## src/rtl/n0prime_pkg.sv

```systemverilog
// n0prime_pkg: shared state type and default widths
// for the Hensel-lifting Montgomery n0' generator.
package n0prime_pkg;

  localparam int N0_W_DEFAULT  = 32;
  localparam int N0_NW_DEFAULT = 1024;

  typedef enum logic [1:0] {
    IDLE,
    CALC,
    FIN
  } n0_state_e;

  // bit-index width; never below one bit
  function automatic int n0_iw(input int w);
    return (w > 2) ? $clog2(w) : 1;
  endfunction

endpackage

```

## src/rtl/n0inv_step.sv

```systemverilog
// n0inv_step: one combinational Hensel lifting step
// that clears bit i of t by adding the shifted modulus.
module n0inv_step
  import n0prime_pkg::*;
#(
  parameter int W  = N0_W_DEFAULT,
  parameter int IW = n0_iw(W)
) (
  input  logic [W-1:0]  t,
  input  logic [W-1:0]  y,
  input  logic [W-1:0]  nw,
  input  logic [IW-1:0] i,
  output logic [W-1:0]  t_next,
  output logic [W-1:0]  y_next
);

  logic [W-1:0] nw_sh;

  assign nw_sh = nw << i;

  // set y[i] and fold nw<<i into t when t[i] is still 1
  always_comb begin
    t_next = t;
    y_next = y;
    if (t[i]) begin
      t_next    = t + nw_sh;
      y_next[i] = 1'b1;
    end
  end

endmodule

```

## src/rtl/n0prime_hensel.sv

```systemverilog
// n0prime_hensel: n0' = -n^-1 mod 2^W, one bit per cycle.
// Optional result self-check: N0PRIME_SELFCHECK_EN.
module n0prime_hensel
  import n0prime_pkg::*;
#(
  parameter int NW = N0_NW_DEFAULT,
  parameter int W  = N0_W_DEFAULT
) (
  input  logic          clk,
  input  logic          rst_n,
  input  logic          start,
  input  logic [NW-1:0] n,
  output logic          busy,
  output logic          done,
  output logic          err,
  output logic [W-1:0]  result,
  output logic          chk_fail
);

  localparam int IW = n0_iw(W);
  localparam logic [IW-1:0] I_ONE  = IW'(1);
  localparam logic [IW-1:0] I_LAST = IW'(W - 1);

  n0_state_e     state;
  logic [W-1:0]  nw;
  logic [W-1:0]  t;
  logic [W-1:0]  y;
  logic [IW-1:0] i;
  logic          even_q;

  logic [W-1:0]  t_nx;
  logic [W-1:0]  y_nx;
  logic [W-1:0]  neg_y;

  // upper modulus bits are deliberately ignored
  logic unused_n_hi;
  generate
    if (NW > W) begin : g_hi
      assign unused_n_hi = ^n[NW-1:W];
    end else begin : g_no_hi
      assign unused_n_hi = 1'b0;
    end
  endgenerate

  n0inv_step #(
    .W  (W),
    .IW (IW)
  ) u_step (
    .t      (t),
    .y      (y),
    .nw     (nw),
    .i      (i),
    .t_next (t_nx),
    .y_next (y_nx)
  );

  assign neg_y = ~y + W'(1);

  // control FSM with registered handshake and result
  always_ff @(posedge clk or negedge rst_n) begin
    if (!rst_n) begin
      state  <= IDLE;
      nw     <= '0;
      t      <= '0;
      y      <= '0;
      i      <= '0;
      even_q <= 1'b0;
      busy   <= 1'b0;
      done   <= 1'b0;
      err    <= 1'b0;
      result <= '0;
    end else begin
      done <= 1'b0;
      unique case (state)
        IDLE: begin
          if (start) begin
            nw     <= n[W-1:0];
            t      <= n[W-1:0];
            y      <= W'(1);
            i      <= I_ONE;
            busy   <= 1'b1;
            err    <= 1'b0;
            even_q <= ~n[0];
            state  <= n[0] ? CALC : FIN;
          end
        end
        CALC: begin
          t <= t_nx;
          y <= y_nx;
          i <= i + I_ONE;
          if (i == I_LAST) begin
            state <= FIN;
          end
        end
        FIN: begin
          result <= even_q ? '0 : neg_y;
          err    <= even_q;
          done   <= 1'b1;
          busy   <= 1'b0;
          state  <= IDLE;
        end
        default: begin
          state <= IDLE;
        end
      endcase
    end
  end

`ifdef N0PRIME_SELFCHECK_EN
  logic [W-1:0] prod;

  assign prod = nw * neg_y;

  // flag a result whose product with n is not -1
  always_ff @(posedge clk or negedge rst_n) begin
    if (!rst_n) begin
      chk_fail <= 1'b0;
    end else if (state == IDLE && start) begin
      chk_fail <= 1'b0;
    end else if (state == FIN && !even_q) begin
      chk_fail <= (prod != '1);
    end
  end
`else
  assign chk_fail = 1'b0;
`endif

endmodule

```

## config.mk

```make
export PLATFORM = sky130hd
export DESIGN_NAME = n0prime_hensel
export DESIGN_NICKNAME = d
export VERILOG_FILES = /design/src/rtl/n0prime_pkg.sv /design/src/rtl/n0inv_step.sv /design/src/rtl/n0prime_hensel.sv
export SDC_FILE = /design/constraint.sdc
export NUM_CORES = 1
export LEC_CHECK = 0
export ABC_AREA = 1
export CORE_AREA = 2 2 414 416
export CTS_CLUSTER_DIAMETER = 50
export DETAILED_ROUTE_END_ITERATION = 8
export DIE_AREA = 0 0 416 418
export GPL_ROUTABILITY_DRIVEN = 0
export PLACE_DENSITY_LB_ADDON = 0.05
export SETUP_SLACK_MARGIN = 0.15
export SYNTH_ARGS = -nofsm -noshare
export SYNTH_HDL_FRONTEND = slang
export SYNTH_SLANG_ARGS = --single-unit
```

## constraint.sdc

```tcl
create_clock -name clk -period 3.3 [get_ports clk]
set_input_delay 0.33 -clock clk [delete_from_list [all_inputs] [get_ports clk]]
set_output_delay 0.33 -clock clk [all_outputs]
set_load 0.01 [all_outputs]
```

# Word level (Yosys, flattened, before mapping)
# Cells that the tools add are included.
# Widths: inputs -> output; s select.
[totals]
ff_bits = 139
inputBits = 1027
ram_bits = 0
memories = 0
rom_bits = 0
elab_cells = 56
latchBits = 0
[op_classes]
addsub = 3
eq_ne = 6
n_mul = 0
mux = 22
magnitude_cmp = 2
div = 0
n_shift = 1
reduce_logical = 9
n_bitwise = 3
[ops]
columns = ["op", "count"]
rows = [
  ["$mux 32", 5],
  ["$pmux 32 s2", 2],
  ["$add 32x1->32 const B", 1],
  ["$add 32x32->32", 1],
  ["$not 32->32", 1],
  ["$or 32x32->32", 1],
  ["$shl 32x5->32", 1],
  ["$pmux 5 s2", 1],
  ["$reduce_and 2->1", 4],
  ["$lt 5x6->1 const B", 1],
  ["$mux 2", 3],
  ["$add 5x1->5 const B", 1],
  ["$bmux 1 s5", 1],
  ["$demux 1 s5", 1],
  ["$eq 5x5->1 const B", 1],
  ["$ge 5x1->1 const B", 1],
  ["$mux 1", 5],
  ["$mux 5", 1],
  ["$ne 2x2->1 const B", 2],
  ["$pmux 1 s2", 2],
  ["$pmux 2 s2", 1],
  ["$reduce_bool 2->1", 2],
  ["$reduce_and 3->1", 1],
  ["$eq 2x1->1 const B", 1],
  ["5 further kinds", 5],
]

# Longest topological paths before layout
# Gate-level depths: netlist of the first run.
[depth]
ltp_word = 7
depth_mapped = 26
mapped_depth_nobuf = 24

# Hierarchy
# Synthesis of the first run repeated with hierarchy kept, for this count alone.
[hier_totals]
cells_unflattened = 1689
area_unflattened_um2 = 10747.8
[modules_own_cells]
columns = ["mod", "cells_per_inst", "instances", "seq_area_each_um2", "area_per_inst_um2"]
rows = [
  ["n0prime_hensel", 751, 1, 3478.3, 6190.9],
  ["n0inv_step", 938, 1, 0.0, 4556.9],
]

# Worst setup path after synthesis of the first run
# No wires, ideal clock.
[synth_timing]
path_type = "register -> register"
from = "register i[1]"
to = "register t[30]"
period_less_slack_ps = 2988
t_arrival_ps = 2865
path_buffers = 2
t_required_ps = 3177
slack_ps = 312
stages_incl_launch_ff = 19
cell_sequence = "dfrtp_1 -> inv_2 -> buf_2 -> buf_1 -> nand3_1 -> a31oi_1 -> nand2_1 -> o21ai_0 -> nor2_1 -> ha_1 -> nand2_1 -> nor2_1 -> nand2_1 -> o21ai_0 -> nand2_1 -> nand3_1 -> nand2_1 -> o21ai_0 -> nand2_1"
[synth_via]
elab_chain_cells = 4
word_cells_on_any_way = 8
cone_classes = "add/sub (1); eq/ne (1); shift (1); mux (4); reduce/logical (1)"
[synth_lines]
columns = ["element", "line_no", "source"]
rows = [
  ["start: declaration", "n0prime_hensel.sv:28", "logic [IW-1:0] i;"],
  ["start signal: assignment", "n0prime_hensel.sv:90", "i <= i + I_ONE;"],
  ["$shl 32x5->32 / $bmux 1 s5 (equally long branches)", "n0inv_step.sv:19, n0inv_step.sv:25", ""],
  ["$add 32x32->32 / $mux 1 (equally long branches)", "n0inv_step.sv:26, n0inv_step.sv:25", ""],
  ["$mux 32 / $ne 2x1->1 (equally long branches)", "-", ""],
  ["$pmux 32 s2 / $reduce_and 3->1 (equally long branches)", "-", ""],
  ["end signal: assignment", "n0prime_hensel.sv:78", "t <= n[W-1:0];"],
  ["end signal: assignment", "n0prime_hensel.sv:88", "t <= t_nx;"],
  ["end: declaration", "n0prime_hensel.sv:26", "logic [W-1:0] t;"],
]
# Parallel ways exist; a longest one is shown, timed or not. The select of a mux whose other input is x is not followed.
# A chain may end at the register's enable or synchronous reset.

# Worst setup path after layout of the first run
[layout_timing]
from = "register i[0]"
to = "register t[24]"
# Same word-level chain as after synthesis.

==> results by group, run 1 <==
Status
  – Status: complete, but fails checks
  – Failing checks: setup timing

Logic synthesis
  – Number of synthesized flops with an enable pin: 0
  – Sequential-to-total area share from yosys stat: 34.0%
  – Syn Inst Count: 1,563
  – Netlist cell types: 51
  – Synth warn: 0
  – Post-Syn Area: 10,200 um^2
  – Synth Flop Type: dfrtp_1
  – Post-synth ARST share: between 90% and 100%
  – Syn Nets: between 2,000 and 3,000
  – Mean post-synth cell area: approximately 6.5 um^2
  – Synthesized flop and latch total: 139

GRT
  – Antenna violations before repair: 2
  – Total GRT Usage: 8.79%
  – Vias in the first global route: 12,600
  – First-pass GRT wire length: 105 mm
  – Largest net degree at the start of global routing: 65
  – Remaining Overflow, GRT: 0

Clocking
  – Skew-Pair Late Insertion Delay: 0.53 ns
  – TritonCTS clock tree: done
  – Clock Sinks: between 100 and 150
  – Clock Tree Buf Depth: 2
  – H-tree levels: 4
  – Number of CTS-inserted buffers: 17
  – Clock slew at reported path FFs: 0.08 ns
  – Clock root buffer: clkbuf_16

Die
  – Die H: approximately 420 um
  – Chip Width: roughly 420 um
  – I/O pin count: 1,063
  – Effective utilization at floorplan: 6.04%
  – Area of the die: 174,000 um^2
  – FP Rows: between 150 and 200
  – Core area: 169,000 um^2

Cells and area
  – Most frequent cells in the layout: nand2_1 (401), buf_4 (253), nor2_1 (137), dfrtp_1 (137), inv_1 (106)
  – Nets: 2,986
  – Area grow syn2layout: 86.7%
  – Leading cell type in the layout, fill and taps excluded: nand2_1
  – Share of layout cells above drive strength 1: 38.6%
  – Number of filler cells placed in the layout: 19,600

Setup path
  – Req. time, crit path: roughly 3.8 ns
  – Cell family with the largest share of critical-path delay: simple AND/OR/NAND/NOR gates
  – Worst-path cell chain: buf_12 -> buf_4 -> nand2_2 -> nand3_2 -> o21ai_4 -> buf_6 -> mux2i_4 -> nand2_2 -> o211ai_1 -> ha_4 -> buf_4 -> nand2_4 -> buf_6 -> nor2_4 -> inv_2 -> buf_6 -> nor3_4 -> nand2_2 -> a21o_1 -> nand3_2 -> nand2_1 -> nand2_1
  – WP depth: 22
  – Critical path class: register to register
  – Worst r2r path cells: 22
  – CP max stage delay: ~0.46 ns
  – Bufs and invs on worst path: 7
  – CP Max Fanout: 6
  – Crit-path slowest cell: dfrtp_2
  – Worst path arrival time: 3.84 ns
  – CP endpoint kind: register
  – CP startpoint kind: register

Timing
  – Worst-Margin Slew: 0.815 ns
  – Setup ws final: -0.0587 ns
  – Final Cycle Share: 102%
  – Max-slew headroom: 45.7%
  – Fin crit period: 3.36 ns
  – Hold slack: about 0.36 ns
  – Skew final: 0.0337 ns
  – Final hold violation count: 0
  – Final number of setup-violating endpoints: 3
  – Setup repair after global routing missed its margin: true
  – Max Fclk: 298 MHz
  – Pins over their slew limit: 0

Route
  – Wire length per cell: roughly 18 um
  – Metal3 WL: 1.28 mm
  – Met2 WL: 37.0 mm
  – Routed WL: roughly 76 mm
  – DRT iter0 DRCs: 501
  – Top routing layer in use: met4
  – Met1 WL: around 36 mm
  – Drt first pass iters: 5
  – Via count: between 10,000 and 15,000
  – Residual DRC: 0
  – Routed Antenna Nets: 0
  – Avg Vias per Cell: 2.83

Power and ir drop
  – Leak pwr: 7.90 nW
  – Cell Pwr Density: 1570 nW/um^2
  – Power Total: 0.0299 W
  – Worst IR Drop VDD: 540 uV

Place
  – Pre-CTS setup slack: -0.952 ns
  – HPWL Detailed: 62.0 mm
  – Port Buffers: between 60 and 70

Job
  – Max_cap viols: 0

Min path
  – HP Class: input pin to async pin
-- where the power goes --
group / total [W] / leakage, nW / switching [W] / internal [W]
logic: 0.0244 / 5.84 / 0.0133 / 0.0111
registers: 0.00335 / 1.77 / 0.000987 / 0.00236
clock network: 0.00220 / 0.289 / 0.00107 / 0.00113
total: 0.0299 / 7.90 / 0.0154 / 0.0146
-- state kept, by name (all words and copies together) (netlist names) --
signal  flops
state       2
done        1
y          32
even_q      1
busy        1
err         1
i           5
t          32
result     32
nw         32
-- cell type report --
| class | count | area [um^2] | area share, % |
|---|---|---|---|
| multi-input combinational | 1227 | 8070 | 42.3 |
| timing repair buffer | 404 | 3650 | 19.1 |
| sequential | 139 | 3480 | 18.2 |
| tap | 2218 | 2780 | 14.5 |
| inverter | 132 | 510 | 2.67 |
| clock buffer | 18 | 429 | 2.25 |
| clock inverter | 14 | 161 | 0.846 |
| antenna | 2 | 5.00 | 0.0262 |
-- cell families (layout without fill, tap and decap cells) --
group,Yosys count,after routing,share of synthesized area [%]
AOI/OAI and AO/OA,297,297,16.8
xor gates and xnor gates,9,9,0.771
adders and majority gates,38,38,4.73
buffers and inverters,197,568,8.10
DFF,139,139,34.0
muxes,5,5,0.490
other,1,3,0.0367
and+or+nand+nor,877,877,35.0
-- cell usage after synthesis, drive strengths merged, types with 2 or more instances --
master | n | area share, %
buf | 35 | 2.2
xor2 | 4 | 0.34
mux2i | 5 | 0.49
nand3 | 115 | 5.6
nand3b | 2 | 0.15
o22ai | 4 | 0.24
clkbuf | 30 | 1.1
nand2 | 518 | 19
xnor2 | 5 | 0.43
a21oi | 75 | 3.7
a31oi | 7 | 0.43
a32o | 9 | 0.88
and2 | 3 | 0.18
o21bai | 3 | 0.22
inv | 130 | 4.8
a22o | 2 | 0.17
nor2 | 204 | 7.8
o221ai | 2 | 0.17
nor3 | 12 | 0.64
o21a | 32 | 2.4
clkinv | 2 | 0.073
or2 | 5 | 0.31
nand4 | 16 | 0.98
o21ai | 137 | 6.7
o211ai | 12 | 0.88
nor4 | 2 | 0.12
o31ai | 4 | 0.29
a21o | 3 | 0.22
dfrtp | 139 | 34
ha | 37 | 4.5
-- metrics by stage --
step / TNS (ns) / utilization [%] / instances / instance area, um^2
detailed placement: -15.65 / 9.21 / 4065 / 15600
global route: -3.14 / 11.3 / 4152 / 19100
floorplan: 0 / - / 1563 / 10200
CTS: -0.525 / 10.7 / 4141 / 18100
finish: -0.108 / 11.3 / 4154 / 19100
global placement: -15.78 / 9.21 / 4065 / 15600
-- final timing paths --
kind	startpoint	end	slack, ns
setup / recovery	i[0]$_DFFE_PN0P_	t[24]$_DFFE_PN0P_	-0.06
hold / removal	rst_n	result[11]$_DFFE_PN0P_	0.36
setup reg to reg	i[0]$_DFFE_PN0P_	t[24]$_DFFE_PN0P_	-0.06
hold reg to reg	busy$_DFFE_PN0P_	busy$_DFFE_PN0P_	0.49
max in group asynchronous	rst_n	y[16]$_DFFE_PN0P_	2.17
min in group clk	n[28]	nw[28]$_DFFE_PN0P_	0.43
-- routing by layer --
metal | vias up | GRT usage, %
li1 | 5853 | -
met1 | 5754 | 11.5
met2 | 102 | 15.2
met3 | 31 | 1.29
met4 | 0 | 1.99
met5 | - | 0
-- timing repair --
action	4_1_cts	5_1_grt
resized for setup	441	197
endpoints found under the setup margin	29	60
setup buffers	43	11
hold buffers	1	0
pin swaps	139	126
hold endpoints to repair	46	0
cloned	0	1
Note: power is estimated with default switching activity, not from simulation.
==> inputs of run 2 (changes only) <==
--- a/config.mk
+++ b/config.mk
@@ -6,11 +6,12 @@
 export NUM_CORES = 1
 export LEC_CHECK = 0
 export ABC_AREA = 1
-export CORE_AREA = 2 2 414 416
+export CORE_AREA = 2 2 412 414
 export CTS_CLUSTER_DIAMETER = 50
 export DETAILED_ROUTE_END_ITERATION = 8
-export DIE_AREA = 0 0 416 418
+export DIE_AREA = 0 0 414 416
 export GPL_ROUTABILITY_DRIVEN = 0
+export GPL_TIMING_DRIVEN = 0
 export PLACE_DENSITY_LB_ADDON = 0.05
 export SETUP_SLACK_MARGIN = 0.15
 export SYNTH_ARGS = -nofsm -noshare
==> constraint.sdc (replaced) <==
create_clock -name clk -period 4.04 [get_ports clk]
set_input_delay 0.404 -clock clk [delete_from_list [all_inputs] [get_ports clk]]
set_output_delay 0.404 -clock clk [all_outputs]
set_load 0.01 [all_outputs]
==> results by group, run 2 (synthesized netlist as in run 1, its figures left out) <==
Route
  – Met2 WL: 36.0 mm
  – Top routing layer in use: met4
  – Routed Antenna Nets: 0
  – Metal3 WL: 1.48 mm
  – Wire length per cell: ~19 um
  – Routed WL: 74.7 mm
  – Avg Vias per Cell: between 2 and 3
  – DRT iter0 DRCs: between 600 and 700
  – Via count: 10,900
  – Residual DRC: 0
  – Drt first pass iters: 5
  – Met1 WL: approximately 36 mm

GRT
  – Antenna violations before repair: 2
  – Remaining Overflow, GRT: 0
  – Largest net degree at the start of global routing: 76
  – Vias in the first global route: between 10,000 and 15,000
  – Total GRT Usage: 8.72%
  – First-pass GRT wire length: approximately 100 mm

Die
  – I/O pin count: ~1,100
  – Area of the die: 172,000 um^2
  – FP Rows: 151
  – Core area: 168,000 um^2
  – Effective utilization at floorplan: 6.08%
  – Chip Width: 414 um
  – Die H: between 400 and 500 um

Job
  – Max_cap viols: 0

Place
  – Placed cell areas: 13,700 um^2
  – Placed Cells: 3,851
  – Port Buffers: 69
  – HPWL Detailed: 62.3 mm

Setup path
  – Critical path class: register to register
  – CP most frequent cell: nand2_1
  – CP Max Fanout: 10
  – Worst path arrival time: between 4 and 5 ns
  – CP endpoint kind: register
  – Worst-path cell chain: inv_4 -> buf_8 -> buf_12 -> nand2_2 -> nor2_1 -> a31oi_4 -> buf_4 -> o211ai_1 -> ha_4 -> a21oi_2 -> nor2_1 -> nor2_2 -> nand2_1 -> nand2_1 -> nand3_1 -> inv_1 -> nand2_1 -> nand3_1 -> nand3_1 -> nand2_1 -> nand2_1
  – CP max stage delay: between 0.5 and 0.6 ns
  – CP startpoint kind: register
  – Req. time, crit path: 4.44 ns
  – Crit-path slowest cell: dfrtp_2

Clocking
  – Clock Tree Buf Depth: 2
  – TritonCTS clock tree: done
  – Skew-Pair Late Insertion Delay: 0.52 ns
  – H-tree levels: 4
  – Clock slew at reported path FFs: 0.08 ns
  – Number of CTS-inserted buffers: 17
  – Clock Sinks: approximately 140
  – Clock root buffer: clkbuf_16

Cells and area
  – Leading cell type in the layout, fill and taps excluded: nand2_1
  – Nets: around 2,700
  – Multi-input gate area: 6640 um^2
  – FF+latch area: 3480 um^2
  – Final Cell Area: around 15,000 um^2
  – Number of filler cells placed in the layout: 19,800
  – Area grow syn2layout: 50.8%
  – Share of layout cells above drive strength 1: between 10% and 20%
  – Most frequent cells in the layout: nand2_1 (499), nor2_1 (168), dfrtp_1 (137)
  – Post-route insts no fill: 3,915

Timing
  – Worst-Margin Slew: 1.08 ns
  – Max Fclk: 275 MHz
  – Fin crit period: roughly 3.6 ns
  – Final Cycle Share: 90.2%
  – Final hold violation count: 0
  – Max-slew headroom: between 20 and 30%
  – Setup repair after global routing missed its margin: true
  – Skew final: 0.0205 ns
  – Final number of setup-violating endpoints: 0
  – Pins over their slew limit: 0

Power and ir drop
  – Cell Pwr Density: 1070 nW/um^2
  – Leak pwr: a little over 6 nW
  – Worst IR Drop VDD: 333 uV

Status
  – Status: completed

Min path
  – HP Class: input pin to async pin
[run 2: cell types whose count changed in the layout (fill, tap and decap cells not counted), sizes merged]
cell / change
clkinvlp: +5
bufinv: -1
inv: +2
clkbuf: +26
buf: -266
clkinv: -6
diode: +1
[run 2: repair_timing]
item,4_1_cts,5_1_grt
hold buffers,1,0
resized for setup,171,96
hold endpoints to repair,74,0
setup buffers,10,18
pin swaps,9,19
endpoints found under the setup margin,31,24
[run 2: cell type report]
class	count	share of cell area (%)
multi-input cells	1227	43.1
flip-flops and latches	139	22.6
well taps	2218	18.0
repair buffers	99	6.12
inverters	132	3.29
plain buffers	65	3.22
clock buffers	18	2.78
clock inverters	14	0.868
diodes	3	0.0487
[run 2: where the power goes]
part / leakage, nW / internal [W] / switching [W] / total (W)
Sequential: 1.77 / 0.00193 / 0.000621 / 0.00255
Clock: 0.261 / 0.000857 / 0.000851 / 0.00171
Combinational: 4.05 / 0.00407 / 0.00815 / 0.0122
Total: 6.09 / 0.00686 / 0.00962 / 0.0165
[run 2: path summary, 6_finish.rpt]
kind	from	end	slack, ns	cells after the start
min	rst_n	result[30]$_DFFE_PN0P_	0.47	2
max reg2reg	i[1]$_DFFE_PN0P_	t[31]$_DFFE_PN0P_	0.40	21
min in group clk	result[16]$_DFFE_PN0P_	result[16]$_DFFE_PN0P_	0.49	2
max in group asynchronous	rst_n	nw[22]$_DFFE_PN0P_	2.66	3
max	i[1]$_DFFE_PN0P_	t[31]$_DFFE_PN0P_	0.40	21
min reg2reg	result[16]$_DFFE_PN0P_	result[16]$_DFFE_PN0P_	0.49	2
[run 2: critical path: cells and delay by family, from the launching register on]
| kind | cells | cell delay (ns) |
|---|---|---|
| AOI/OAI and AO/OA | 3 | 0.68 |
| adders and majority gates | 1 | 0.30 |
| buffers and inverters | 5 | 0.73 |
| DFF | 1 | 0.52 |
| and+or+nand+nor | 12 | 1.26 |
[run 2: metrics by stage]
step / utilization [%] / setup slack (ns) / total power (W) / hold slack, ns / TNS [ns]
after detailed placement: 8.16 / -1.41 / 0.0133 / 0.475 / -27.94
after global placement: 8.14 / -5.29 / 0.0135 / 0.473 / -759.20
after CTS: 8.86 / 0.0926 / 0.0163 / 0.498 / 0
final: 9.17 / 0.398 / 0.0165 / 0.470 / 0
after global routing: 9.16 / 0.144 / 0.0182 / 0.508 / 0
after floorplan: - / 1.05 / 0.00826 / 0.108 / 0
[run 2: routing by layer]
layer | track usage, % | vias up
li1 | - | 5373
met1 | 11.5 | 5324
met2 | 14.9 | 188
met3 | 1.09 | 45
met4 | 2.14 | 0
met5 | 0 | -
